[src/rtl/apb_master_ctrl.sv]
// APB initiator: turns a valid/ready command into one APB SETUP/ACCESS transfer
// and returns a single-cycle response with error, timeout and misalignment reporting.
module apb_master_ctrl #(
    parameter int ADDR_W  = 12,
    parameter int DATA_W  = 32,
    parameter int TIMEOUT = 255,
    parameter int CNT_W   = 16
) (
    input  logic                  sys_clk,
    input  logic                  sys_rst_n,
    input  logic                  cmd_valid,
    output logic                  cmd_ready,
    input  logic                  cmd_write,
    input  logic [ADDR_W-1:0]     cmd_addr,
    input  logic [DATA_W-1:0]     cmd_wdata,
    input  logic [DATA_W/8-1:0]   cmd_strb,
    output logic                  rsp_valid,
    output logic [DATA_W-1:0]     rsp_rdata,
    output logic                  rsp_err,
    output logic                  rsp_timeout,
    output logic                  apb_psel,
    output logic                  apb_penable,
    output logic                  apb_pwrite,
    output logic [ADDR_W-1:0]     apb_paddr,
    output logic [DATA_W-1:0]     apb_pwdata,
    output logic [DATA_W/8-1:0]   apb_pstrb,
    input  logic                  apb_pready,
    input  logic [DATA_W-1:0]     apb_prdata,
    input  logic                  apb_pslverr
);

    localparam int STRB_W = DATA_W / 8;

    localparam logic [1:0] ST_IDLE   = 2'd0;
    localparam logic [1:0] ST_SETUP  = 2'd1;
    localparam logic [1:0] ST_ACCESS = 2'd2;

    localparam logic [CNT_W-1:0] CNT_MAX = {CNT_W{1'b1}};
    localparam logic [CNT_W-1:0] TO_LIM  = CNT_W'(TIMEOUT);

    // Wait counter saturates so a disabled watchdog never wraps back through the limit.
    function automatic logic [CNT_W-1:0] sat_inc(input logic [CNT_W-1:0] val);
        if (val == CNT_MAX) begin
            return val;
        end else begin
            return val + {{(CNT_W-1){1'b0}}, 1'b1};
        end
    endfunction

    logic [1:0]        state_q, state_d;
    logic [CNT_W-1:0]  cnt_q, cnt_d;
    logic              psel_q, psel_d;
    logic              penable_q, penable_d;
    logic              pwrite_q, pwrite_d;
    logic [ADDR_W-1:0] paddr_q, paddr_d;
    logic [DATA_W-1:0] pwdata_q, pwdata_d;
    logic [STRB_W-1:0] pstrb_q, pstrb_d;
    logic              rsp_valid_q, rsp_valid_d;
    logic [DATA_W-1:0] rsp_rdata_q, rsp_rdata_d;
    logic              rsp_err_q, rsp_err_d;
    logic              rsp_timeout_q, rsp_timeout_d;
    logic              timeout_hit_s;

    // The abort fires on the edge that would bring the count of unready ACCESS cycles to TIMEOUT.
    assign timeout_hit_s = (TIMEOUT != 0) && !apb_pready && (sat_inc(cnt_q) >= TO_LIM);

    // Next-state and next-output logic for the IDLE/SETUP/ACCESS sequencer.
    always_comb begin
        state_d       = state_q;
        cnt_d         = cnt_q;
        psel_d        = psel_q;
        penable_d     = penable_q;
        pwrite_d      = pwrite_q;
        paddr_d       = paddr_q;
        pwdata_d      = pwdata_q;
        pstrb_d       = pstrb_q;
        rsp_valid_d   = 1'b0;
        rsp_rdata_d   = rsp_rdata_q;
        rsp_err_d     = rsp_err_q;
        rsp_timeout_d = rsp_timeout_q;

        case (state_q)
            ST_IDLE: begin
                cnt_d     = {CNT_W{1'b0}};
                psel_d    = 1'b0;
                penable_d = 1'b0;
                if (cmd_valid) begin
                    if (cmd_addr[1:0] != 2'b00) begin
                        rsp_valid_d   = 1'b1;
                        rsp_err_d     = 1'b1;
                        rsp_timeout_d = 1'b0;
                        rsp_rdata_d   = {DATA_W{1'b0}};
                    end else begin
                        state_d  = ST_SETUP;
                        psel_d   = 1'b1;
                        pwrite_d = cmd_write;
                        paddr_d  = cmd_addr;
                        pwdata_d = cmd_write ? cmd_wdata : {DATA_W{1'b0}};
                        pstrb_d  = cmd_write ? cmd_strb : {STRB_W{1'b0}};
                    end
                end else begin
                    state_d = ST_IDLE;
                end
            end
            ST_SETUP: begin
                state_d   = ST_ACCESS;
                penable_d = 1'b1;
            end
            ST_ACCESS: begin
                if (apb_pready) begin
                    state_d       = ST_IDLE;
                    psel_d        = 1'b0;
                    penable_d     = 1'b0;
                    rsp_valid_d   = 1'b1;
                    rsp_err_d     = apb_pslverr;
                    rsp_timeout_d = 1'b0;
                    rsp_rdata_d   = (!pwrite_q && !apb_pslverr) ? apb_prdata : {DATA_W{1'b0}};
                end else if (timeout_hit_s) begin
                    state_d       = ST_IDLE;
                    psel_d        = 1'b0;
                    penable_d     = 1'b0;
                    rsp_valid_d   = 1'b1;
                    rsp_err_d     = 1'b1;
                    rsp_timeout_d = 1'b1;
                    rsp_rdata_d   = {DATA_W{1'b0}};
                end else begin
                    cnt_d = sat_inc(cnt_q);
                end
            end
            default: begin
                state_d   = ST_IDLE;
                psel_d    = 1'b0;
                penable_d = 1'b0;
            end
        endcase
    end

    // State and registered outputs; reset drops the bus immediately and discards any transfer.
    always_ff @(posedge sys_clk or negedge sys_rst_n) begin
        if (!sys_rst_n) begin
            state_q       <= ST_IDLE;
            cnt_q         <= {CNT_W{1'b0}};
            psel_q        <= 1'b0;
            penable_q     <= 1'b0;
            pwrite_q      <= 1'b0;
            paddr_q       <= {ADDR_W{1'b0}};
            pwdata_q      <= {DATA_W{1'b0}};
            pstrb_q       <= {STRB_W{1'b0}};
            rsp_valid_q   <= 1'b0;
            rsp_rdata_q   <= {DATA_W{1'b0}};
            rsp_err_q     <= 1'b0;
            rsp_timeout_q <= 1'b0;
        end else begin
            state_q       <= state_d;
            cnt_q         <= cnt_d;
            psel_q        <= psel_d;
            penable_q     <= penable_d;
            pwrite_q      <= pwrite_d;
            paddr_q       <= paddr_d;
            pwdata_q      <= pwdata_d;
            pstrb_q       <= pstrb_d;
            rsp_valid_q   <= rsp_valid_d;
            rsp_rdata_q   <= rsp_rdata_d;
            rsp_err_q     <= rsp_err_d;
            rsp_timeout_q <= rsp_timeout_d;
        end
    end

    assign cmd_ready   = (state_q == ST_IDLE);
    assign rsp_valid   = rsp_valid_q;
    assign rsp_rdata   = rsp_rdata_q;
    assign rsp_err     = rsp_err_q;
    assign rsp_timeout = rsp_timeout_q;
    assign apb_psel    = psel_q;
    assign apb_penable = penable_q;
    assign apb_pwrite  = pwrite_q;
    assign apb_paddr   = paddr_q;
    assign apb_pwdata  = pwdata_q;
    assign apb_pstrb   = pstrb_q;

endmodule

[config.mk]
export PLATFORM = sky130hd
export DESIGN_NAME = apb_master_ctrl
export DESIGN_NICKNAME = d
export VERILOG_FILES = /design/src/rtl/apb_master_ctrl.sv
export SDC_FILE = /design/constraint.sdc
export NUM_CORES = 1
export LEC_CHECK = 0
export CAP_MARGIN = 20
export CORE_AREA = 8 8 142 144
export CTS_BUF_LIST = sky130_fd_sc_hd__clkbuf_2 sky130_fd_sc_hd__clkbuf_4 sky130_fd_sc_hd__clkbuf_8
export CTS_CLUSTER_SIZE = 24
export DETAILED_ROUTE_END_ITERATION = 7
export DIE_AREA = 0 0 150 152
export PLACE_DENSITY = 0.63
export SLEW_MARGIN = 20
export SYNTH_ARGS = -nofsm -noshare
export SYNTH_HDL_FRONTEND = slang
export SYNTH_SLANG_ARGS = --single-unit
[constraint.sdc]
create_clock -name sys_clk -period 2.45 [get_ports sys_clk]
set_input_delay 0.49 -clock sys_clk [delete_from_list [all_inputs] [get_ports sys_clk]]
set_output_delay 0.49 -clock sys_clk [all_outputs]
set_load 0.02 [all_outputs]
==> results of run 1 <==
==> worst max-delay path: cells and delay by family, from the launching register on <==
family | cells | cell delay [ns]
AOI/OAI and AO/OA | 3 | 0.47
DFF | 1 | 0.42
buffers and inverters | 3 | 0.46
adders and majority gates | 1 | 0.20
and+or+nand+nor | 4 | 0.90
==> flip-flops by register name, indices dropped and copies added (netlist names) <==
signal       cells
rsp_valid        1
apb_pwdata      32
cnt_q           16
state_q          2
apb_paddr       12
rsp_rdata       32
apb_psel         1
apb_pwrite       1
apb_penable      1
rsp_err          1
apb_pstrb        4
rsp_timeout      1
==> cell type report <==
type	instances	area (sq um)	area share
clock buffer	10	131	0.0182
clock inverter	6	72.6	0.0101
inverter	8	30.0	0.00417
multi-input combinational	283	1850	0.256
sequential	104	2610	0.362
tap	229	287	0.0397
timing repair buffer	221	2230	0.309
==> stage by stage <==
| stage | hold WS [ns] | instance area, sq um | utilization |
|---|---|---|---|
| final | 0.105 | 7210 | 0.405 |
| after global routing | 0.113 | 7210 | 0.405 |
| after CTS | 0.0932 | 7070 | 0.398 |
| after detailed placement | 0.462 | 6460 | 0.363 |
| after global placement | 0.460 | 6460 | 0.363 |
| after floorplan | 0.194 | 4360 | - |
==> placed cells by master (no fill, tap or decap), types with 2 or more instances in the layout <==
cell type and count:
nor3_2 2, a21oi_2 2, nand4_1 3, a21o_1 4
dfrtp_1 96, buf_12 2, nand3_4 3, dfrtp_2 8
clkdlybuf4s50_1 171, nor4_2 2, and3_1 6, a311oi_2 3
or3_4 2, buf_4 35, clkbuf_8 9, and2_1 11
nand3_1 3, nor2_1 9, o22a_1 4, nand3_2 2
buf_6 7, inv_1 7, and3_4 2, nor3_1 5
a22o_1 33, nand2_1 112, o21ai_0 38, buf_16 3
nand3b_1 2, inv_6 2, and4_1 2, nor4_4 4
clkbuf_16 2
==> cells in the mapped netlist (all sizes together) (2+ instances only) <==
| cell type | instances | share of area |
|---|---|---|
| nand2 | 113 | 0.097 |
| dfrtp | 104 | 0.60 |
| o21ai | 38 | 0.044 |
| a22o | 33 | 0.066 |
| clkbuf | 18 | 0.015 |
| and2 | 12 | 0.017 |
| nor2 | 10 | 0.0086 |
| and3 | 8 | 0.011 |
| inv | 8 | 0.0069 |
| nand3 | 8 | 0.010 |
| nor3 | 7 | 0.0080 |
| buf | 6 | 0.011 |
| nor4 | 6 | 0.010 |
| a21o | 4 | 0.0069 |
| o22a | 4 | 0.0080 |
| a21oi | 3 | 0.0034 |
| a311oi | 3 | 0.0060 |
| and4 | 3 | 0.0060 |
| nand4 | 3 | 0.0043 |
| or3 | 3 | 0.0055 |
| a211oi | 2 | 0.0046 |
| a31oi | 2 | 0.0029 |
| nand3b | 2 | 0.0034 |
| nor4b | 2 | 0.0055 |
| o221ai | 2 | 0.0095 |
| o2bb2ai | 2 | 0.0040 |
| xnor2 | 2 | 0.0040 |
==> final timing paths <==
path,startpoint,to,cells after the start
min in group sys_clk,apb_paddr[7],apb_paddr[7],2
hold / removal,sys_rst_n,apb_psel,1
setup reg to reg,cnt_q[0],rsp_rdata[21],11
setup / recovery,cnt_q[0],rsp_rdata[21],11
max in group asynchronous,sys_rst_n,cnt_q[15],2
hold reg to reg,apb_paddr[7],apb_paddr[7],2
==> metal layers <==
layer,share of wire,global-route usage,vias to the layer above
met2,0.49,0.215,132
met5,0,0,-
met4,0.014,0.0386,0
li1,-,-,1882
met3,0.090,0.0544,16
met1,0.41,0.143,1950
==> repair_timing <==
action / 4_1_cts / 5_1_grt
cloned: 4 / 2
pin swaps: 25 / 35
gates resized for setup: 43 / 15
setup endpoints to repair: 44 / 55
buffers inserted: 17 / 5
==> power groups by stage <==
stage          clock network, mW  registers [mW]  logic (mW)
3_5_place_dp                   0            2.05        1.11
3_3_place_gp                   0            2.04        1.09
4_1_cts                     1.20            2.02        1.18
5_1_grt                     1.26            2.04        1.27
6_report                    1.13            2.02        1.18
2_1_floorplan                  0            2.26       0.225
==> cells by family (layout without fill, tap and decap cells) <==
family | Yosys count | in the layout
xor gates and xnor gates | 3 | 3
muxes | 2 | 2
DFF | 104 | 104
buffers and inverters | 32 | 245
adders and majority gates | 1 | 1
AOI/OAI and AO/OA | 98 | 98
and+or+nand+nor | 179 | 179
==> run_results.csv, run 1 <==
group,metric,value,unit
status,outcome,"finished with violations",
status,violations,"negative setup slack",
timing,drv_slew,0,
global_route,grt_pass1_vias,4365,
floorplanning,fp.coreArea,17800,sq um
job,cap_violations,0,
timing,skew,0.0154,ns
power_and_ir_drop,share_comb_of_total_power,0.272,
drt,via_per_inst,4.62,
placed_design,gp_congestion,0.842,
min_path,hold_class,"primary input to async pin",
global_route,grt.overflow.total,0,
placed_design,place_hpwl,10200,um
synth,synth_mux_area_frac,0.00488,
final_layout,layout.nets,714,
synth,syn_avg_cell_area,10.4,sq um
timing,relSlewSlack,0.595,
clocking,worstSkewPairLatency,0.37,ns
floorplanning,die_area,22800,sq um
synth,syn-num-nets,506,
synth,synth_seq_area_share,0.597,
clocking,cts_tree,"done",
clocking,root_buffer,"clkbuf_8",
placed_design,pre_cts_slack,-0.155,ns
global_route,grt_usage,0.128,
synth,yosys.area_share.simple,0.191,
placed_design,dp_cells,819,
setup_path,cp_cell_sequence,"ha_4 -> nand3_4 -> nor4b_4 -> buf_4 -> nor4_4 -> a21oi_2 -> or3_4 -> o221ai_4 -> buf_12 -> clkbuf_16 -> a22o_1",
setup_path,cp_data_arrival_time,2.84,ns
synth,synth_top_family_by_area,"simple AND/OR/NAND/NOR gates",
synth,syn_inst,419,
synth,synth_seq_cells,104,
floorplanning,fp-row-count,49,
clocking,ctsLongestPathBuffers,2,
power_and_ir_drop,switching_share,0.306,
power_and_ir_drop,switching_power,1.32,mW
floorplanning,die_x,150,um
synth,synth_warnings,0,
setup_path,ff2ff_setup_slack,-0.07,ns
power_and_ir_drop,pwr-share-seq,0.466,
global_route,grt_pass1_wl,23400,um
clocking,cts_hold_buf,0,
timing,setup_ws,-0.0727,ns
timing,fin_crit,2.52,ns
timing,tightest_slew,0.607,ns
power_and_ir_drop,p_int,3.00,mW
timing,finalSetupViolations,31,
clocking,path_clk_slew,0.11,ns
drt,ant_nets,0,
clocking,htreeDepth,3,
setup_path,start_kind,"flop",
placed_design,io_buffers,172,
clocking,cts_sinks,104,
final_layout,layout-drive-gt1-share,0.180,
drt,drc,0,
synth,synthArstFlopShare,1.00,
power_and_ir_drop,leakagePower,3.20,nW
synth,synth_compound_area_frac,0.165,
power_and_ir_drop,power_frac_clock,0.262,
clocking,numCtsBuffers,9,
setup_path,required,2.77,ns
synth,synthXorXnorAreaFrac,0.00603,
synth,synthFlopType,"dfrtp_1",
final_layout,antenna_cells,0,
timing,setup_tns,-1.59,ns
final_layout,fillers,1694,
drt,drtIter0Drc,260,
setup_path,worstSetupPathType,"flop to flop",
synth,yosysUniqueCellTypes,46,
setup_path,crit_path_end_kind,"flop",
setup_path,cp_slowest_stage_delay,0.43,ns
floorplanning,initial_utilization,0.245,
floorplanning,die_height,152,um
synth,synth_edf_count,0,
setup_path,critPathSlowestCell,"or3_4",
synth,syn-cell-area,4360,sq um
global_route,antenna_found_initial,0,
final_layout,area_growth,65.4,%
global_route,grt_max_degree,74,
power_and_ir_drop,power_density,600,nW/um^2
power_and_ir_drop,ir_worst_vdd,0.261,mV
drt,wirelength,14400,um
synth,synth_adder_area_share,0.00287,
timing,period_share,1.03,
power_and_ir_drop,p_total,4.33,mW
floorplanning,io_pins,173,
drt,drt-pass1-iter-count,4,
timing,hold_viol,0,
timing,rsz0062_at_grt,"true",
final_layout,stdcell_count,861,
drt,vias,3980,
setup_path,critPathMaxFanout,5,
drt,wl_per_cell,16.8,um
timing,fmax,0.396,GHz
Note: power is estimated with default switching activity, not from simulation.
==> inputs of run 2 (changes only) <==
- PLACE_DENSITY: 0.63 -> not set
- PLACE_DENSITY_LB_ADDON: not set -> 0.08
==> run_results.csv, run 2 (synthesis gave the netlist of run 1 again) <==
group,metric,value,unit
setup_path,critPathMaxFanout,8,
placed_design,io_buffers,172,
final_layout,layout.nets,720,
timing,fin_crit,2.52,ns
placed_design,dp_cells,827,
setup_path,r2r_start,"cnt_q[0]",
clocking,cts_tree,"done",
floorplanning,fp-row-count,49,
setup_path,cp_cell_sequence,"ha_4 -> nand3_4 -> or3_4 -> mux2i_2 -> o221ai_2 -> or3_4 -> o221ai_4 -> buf_6 -> clkbuf_16 -> o2bb2ai_2",
drt,route.met2.wl,7090,um
clocking,cts_sinks,104,
timing,rsz0062_at_grt,"true",
status,violations,"negative setup slack",
setup_path,required,2.75,ns
power_and_ir_drop,ir_worst_vdd,0.325,mV
timing,fmax,0.397,GHz
power_and_ir_drop,leakagePower,3.22,nW
drt,drtIter0Drc,163,
drt,ant_nets,0,
floorplanning,die_area,22800,sq um
final_layout,layout-drive-gt1-share,0.183,
drt,drt-met1-wl,6180,um
floorplanning,die_height,152,um
drt,wl_per_cell,17.1,um
job,cap_violations,0,
drt,wirelength,14800,um
global_route,grt_pass1_wl,23100,um
clocking,worstSkewPairLatency,0.39,ns
final_layout,area_growth,66.4,%
global_route,grt_max_degree,82,
timing,drv_slew,0,
power_and_ir_drop,power_density,590,nW/um^2
setup_path,cp_common_cell,"or3_4",
global_route,grt.overflow.total,0,
timing,setup_ws,-0.0707,ns
setup_path,critPathLaunch,"cnt_q[0]",
clocking,path_clk_slew,0.10,ns
setup_path,worstSetupPathType,"flop to flop",
setup_path,critPathSlowestCell,"dfrtp_1",
clocking,root_buffer,"clkbuf_8",
timing,finalSetupViolations,37,
final_layout,layout_commonest_cell,"clkdlybuf4s50_1",
timing,skew,0.0207,ns
drt,vias,3885,
setup_path,cp_slowest_stage_delay,0.41,ns
drt,via_per_inst,4.48,
timing,hold_viol,0,
final_layout,antenna_cells,0,
drt,drt-pass1-iter-count,4,
timing,relSlewSlack,0.531,
clocking,ctsLongestPathBuffers,2,
final_layout,final_cell_mix,"clkdlybuf4s50_1, nand2_1, dfrtp_1",
placed_design,place_hpwl,10100,um
setup_path,cp_data_arrival_time,2.83,ns
placed_design,gp_congestion,0.871,
clocking,numCtsBuffers,9,
final_layout,stdcell_count,867,
setup_path,crit_path_end_kind,"flop",
drt,dr_wl_met3,1290,um
global_route,antenna_found_initial,0,
drt,dr.max_layer_used,"met4",
min_path,hold_class,"primary input to async pin",
floorplanning,initial_utilization,0.245,
status,outcome,"finished with violations",
timing,hold_slack,0.461,ns
timing,setup_tns,-1.46,ns
power_and_ir_drop,p_total,4.28,mW
global_route,grt_usage,0.128,
clocking,htreeDepth,3,
timing,period_share,1.03,
floorplanning,die_x,150,um
timing,tightest_slew,0.703,ns
setup_path,start_kind,"flop",
global_route,grt_pass1_vias,4087,
final_layout,utilization,0.408,
floorplanning,io_pins,173,
drt,drc,0,
floorplanning,fp.coreArea,17800,sq um
==> run 2: routing by layer <==
| metal | up-vias | GRT usage |
|---|---|---|
| li1 | 1890 | - |
| met1 | 1861 | 0.152 |
| met2 | 117 | 0.202 |
| met3 | 17 | 0.0564 |
| met4 | 0 | 0.0443 |
| met5 | - | 0 |
==> run 2: path summary, 6_finish.rpt <==
kind / cells after the start / slack, ns / endpoint
worst max register to register: 10 / -0.07 / rsp_timeout
min in group sys_clk: 2 / 0.49 / apb_pwdata[29]
worst min register to register: 2 / 0.49 / apb_pwdata[29]
worst min-delay path: 2 / 0.46 / rsp_valid
max in group asynchronous: 3 / 1.43 / cnt_q[8]
worst max-delay path: 10 / -0.07 / rsp_timeout
==> run 2: final cells by class <==
class	count	area, sq um
Clock buffer	10	138
Clock inverter	6	51.3
Fill cell	1738	10500
Inverter	8	30.0
Multi-Input combinational cell	283	1820
Sequential cell	104	2610
Tap cell	229	287
Timing Repair Buffer	227	2320
==> run 2: report_power, final <==
group,internal (mW),switching [mW]
Clock,0.415,0.655
Sequential,1.90,0.109
Combinational,0.622,0.578
==> run 2: what timing repair did <==
item,in CTS,in global routing
hold buffers,1,0
hold endpoints to repair,3,0
resized for setup,20,26
pin swaps,19,26
cloned,2,4
setup buffers,6,11
endpoints found under the setup margin,45,53
==> run 2: per-stage QoR <==
| stage | setup slack, ns | cell area, sq um |
|---|---|---|
| final | -0.0707 | 7250 |
| after global routing | -0.163 | 7250 |
| after CTS | -0.0443 | 6960 |
| after detailed placement | -0.142 | 6540 |
| after global placement | -0.0405 | 6540 |
| after floorplan | 0.0329 | 4360 |
==> run 2: worst max-delay path: cells and delay by family, from the launching register on <==
kind	cells	cell delay, ns
and+or+nand+nor	3	0.87
buffers and inverters	2	0.34
adders and majority gates	1	0.19
muxes	1	0.20
DFF	1	0.41
AOI/OAI and AO/OA	3	0.45
==> inputs of run 3 (changes only) <==
- CORE_AREA: 8 8 142 144 -> 2 2 136 138
- DIE_AREA: 0 0 150 152 -> 0 0 138 140
- SETUP_SLACK_MARGIN: not set -> 0.02
- clock period: 2.45 -> 2.18 ns (I/O delays scaled with it)
==> run_results.csv, run 3 (synthesis gave the netlist of run 1 again) <==
group,metric,value,unit
clocking,numCtsBuffers,9,
drt,wl_per_cell,15.6,um
setup_path,critPathSlowestCell,"dfrtp_1",
global_route,antenna_found_initial,0,
final_layout,multiInputGateArea,1890,sq um
final_layout,layout_commonest_cell,"clkdlybuf4s50_1",
global_route,grt_pass1_wl,22100,um
final_layout,fillers,1715,
setup_path,r2r_start,"cnt_q[11]",
min_path,hold_class,"primary input to async pin",
timing,fin_crit,2.48,ns
drt,drtIter0Drc,160,
setup_path,start_kind,"flop",
global_route,grt.overflow.total,0,
timing,finalSetupViolations,53,
floorplanning,die_area,19300,sq um
clocking,htreeDepth,3,
setup_path,worstSetupPathType,"flop to flop",
placed_design,gp_congestion,0.811,
setup_path,r2r_cells,10,
drt,ant_nets,0,
drt,drt-pass1-iter-count,4,
setup_path,r2r_end,"cnt_q[10]",
status,outcome,"finished with violations",
setup_path,critPathLaunch,"cnt_q[11]",
setup_path,crit_path_end_kind,"flop",
final_layout,antenna_cells,0,
setup_path,cp.buffers_inverters,3,
job,cap_violations,0,
floorplanning,initial_utilization,0.245,
clocking,path_clk_slew,0.11,ns
global_route,grt_max_degree,76,
floorplanning,io_pins,173,
clocking,worstSkewPairLatency,0.40,ns
clocking,ctsLongestPathBuffers,2,
floorplanning,die_x,138,um
setup_path,required,2.46,ns
drt,vias,3926,
status,violations,"negative setup slack",
setup_path,ff2ff_setup_slack,-0.30,ns
timing,skew,0.0159,ns
final_layout,area_growth,72.3,%
timing,relSlewSlack,0.749,
floorplanning,die_height,140,um
clocking,cts_tree,"done",
placed_design,place_hpwl,9500,um
final_layout,layout.nets,741,
timing,tightest_slew,0.376,ns
clocking,root_buffer,"clkbuf_8",
floorplanning,fp.coreArea,17800,sq um
power_and_ir_drop,power_density,652,nW/um^2
floorplanning,fp-row-count,49,
timing,hold_viol,0,
timing,period_share,1.14,
setup_path,cp_common_cell,"buf_6",
drt,wirelength,13800,um
power_and_ir_drop,leakagePower,3.36,nW
global_route,grt_usage,0.143,
final_layout,final_cell_mix,"clkdlybuf4s50_1, nand2_1, dfrtp_1",
final_layout,regArea,2600,sq um
placed_design,io_buffers,172,
drt,via_per_inst,4.43,
timing,rsz0062_at_grt,"true",
setup_path,cp_data_arrival_time,2.76,ns
timing,drv_slew,0,
power_and_ir_drop,ir_worst_vdd,0.315,mV
global_route,grt_pass1_vias,4111,
timing,setup_tns,-13.25,ns
setup_path,cp_top_family,"simple AND/OR/NAND/NOR gates",
power_and_ir_drop,p_total,4.90,mW
timing,setup_ws,-0.299,ns
final_layout,layout-drive-gt1-share,0.213,
setup_path,cp_slowest_stage_delay,0.39,ns
clocking,cts_sinks,104,
setup_path,cp_cell_sequence,"and4_2 -> nor4b_4 -> buf_4 -> o311ai_4 -> a211oi_4 -> buf_6 -> nor4_4 -> a31oi_4 -> buf_6 -> and2_4",
timing,fmax,0.403,GHz
setup_path,critPathMaxFanout,8,
drt,drc,0,
==> run 3: changes by cell type in the layout (fill, tap and decap cells not counted), sizes merged <==
| cell | change |
|---|---|
| buf | +24 |
| clkbuf | -4 |
| bufinv | +1 |
| clkdlybuf4s50 | -1 |
| dlymetal6s2s | +1 |
| inv | -1 |
==> run 3: timing repair <==
| item | CTS | global route |
|---|---|---|
| hold buffers | 1 | 0 |
| setup buffers | 17 | 2 |
| gates resized for setup | 35 | 20 |
| gates cloned | 4 | 1 |
| endpoints found under the hold margin | 22 | 0 |
| endpoints found under the setup margin | 54 | 55 |
| pin swaps | 18 | 20 |
==> run 3: final cells by class <==
type	count	share of cell area
Clock buffer	9	0.0165
Timing Repair Buffer	248	0.333
Clock inverter	6	0.0102
Tap cell	229	0.0381
Multi-Input combinational cell	283	0.251
Sequential cell	104	0.347
Inverter	8	0.00400
==> run 3: per-stage QoR <==
step	worst slack [ns]	cell area (sq um)	std cells	utilization	hold WS (ns)
2_1_floorplan	-0.0877	4440	419	-	0.140
3_3_place_gp	-0.295	6780	848	0.381	0.379
3_5_place_dp	-0.319	6780	848	0.381	0.383
4_1_cts	-0.278	7390	884	0.416	0.470
5_1_grt	-0.400	7510	887	0.422	0.487
6_report	-0.299	7510	887	0.422	0.485
==> run 3: where the power goes <==
part | switching (mW) | internal (mW)
combinational | 0.639 | 0.703
sequential | 0.126 | 2.14
clock | 0.752 | 0.544
total | 1.52 | 3.38
==> run 3: worst max path at each step <==
stage | slack, ns | cells past startpoint | endpoint
CTS | -0.28 | 10 | rsp_timeout
global route | -0.40 | 10 | rsp_timeout
finish | -0.30 | 10 | cnt_q[10]
global placement | -0.29 | 9 | cnt_q[15]
floorplan | -0.09 | 9 | cnt_q[3]
detailed placement | -0.32 | 9 | rsp_rdata[14]
==> run 3: per-layer routing <==
layer	vias to the layer above	share of wire	GRT usage
met5	-	0	0
met4	0	0.020	0.0542
met3	19	0.081	0.0544
met2	115	0.46	0.223
met1	1858	0.44	0.181
li1	1934	-	-
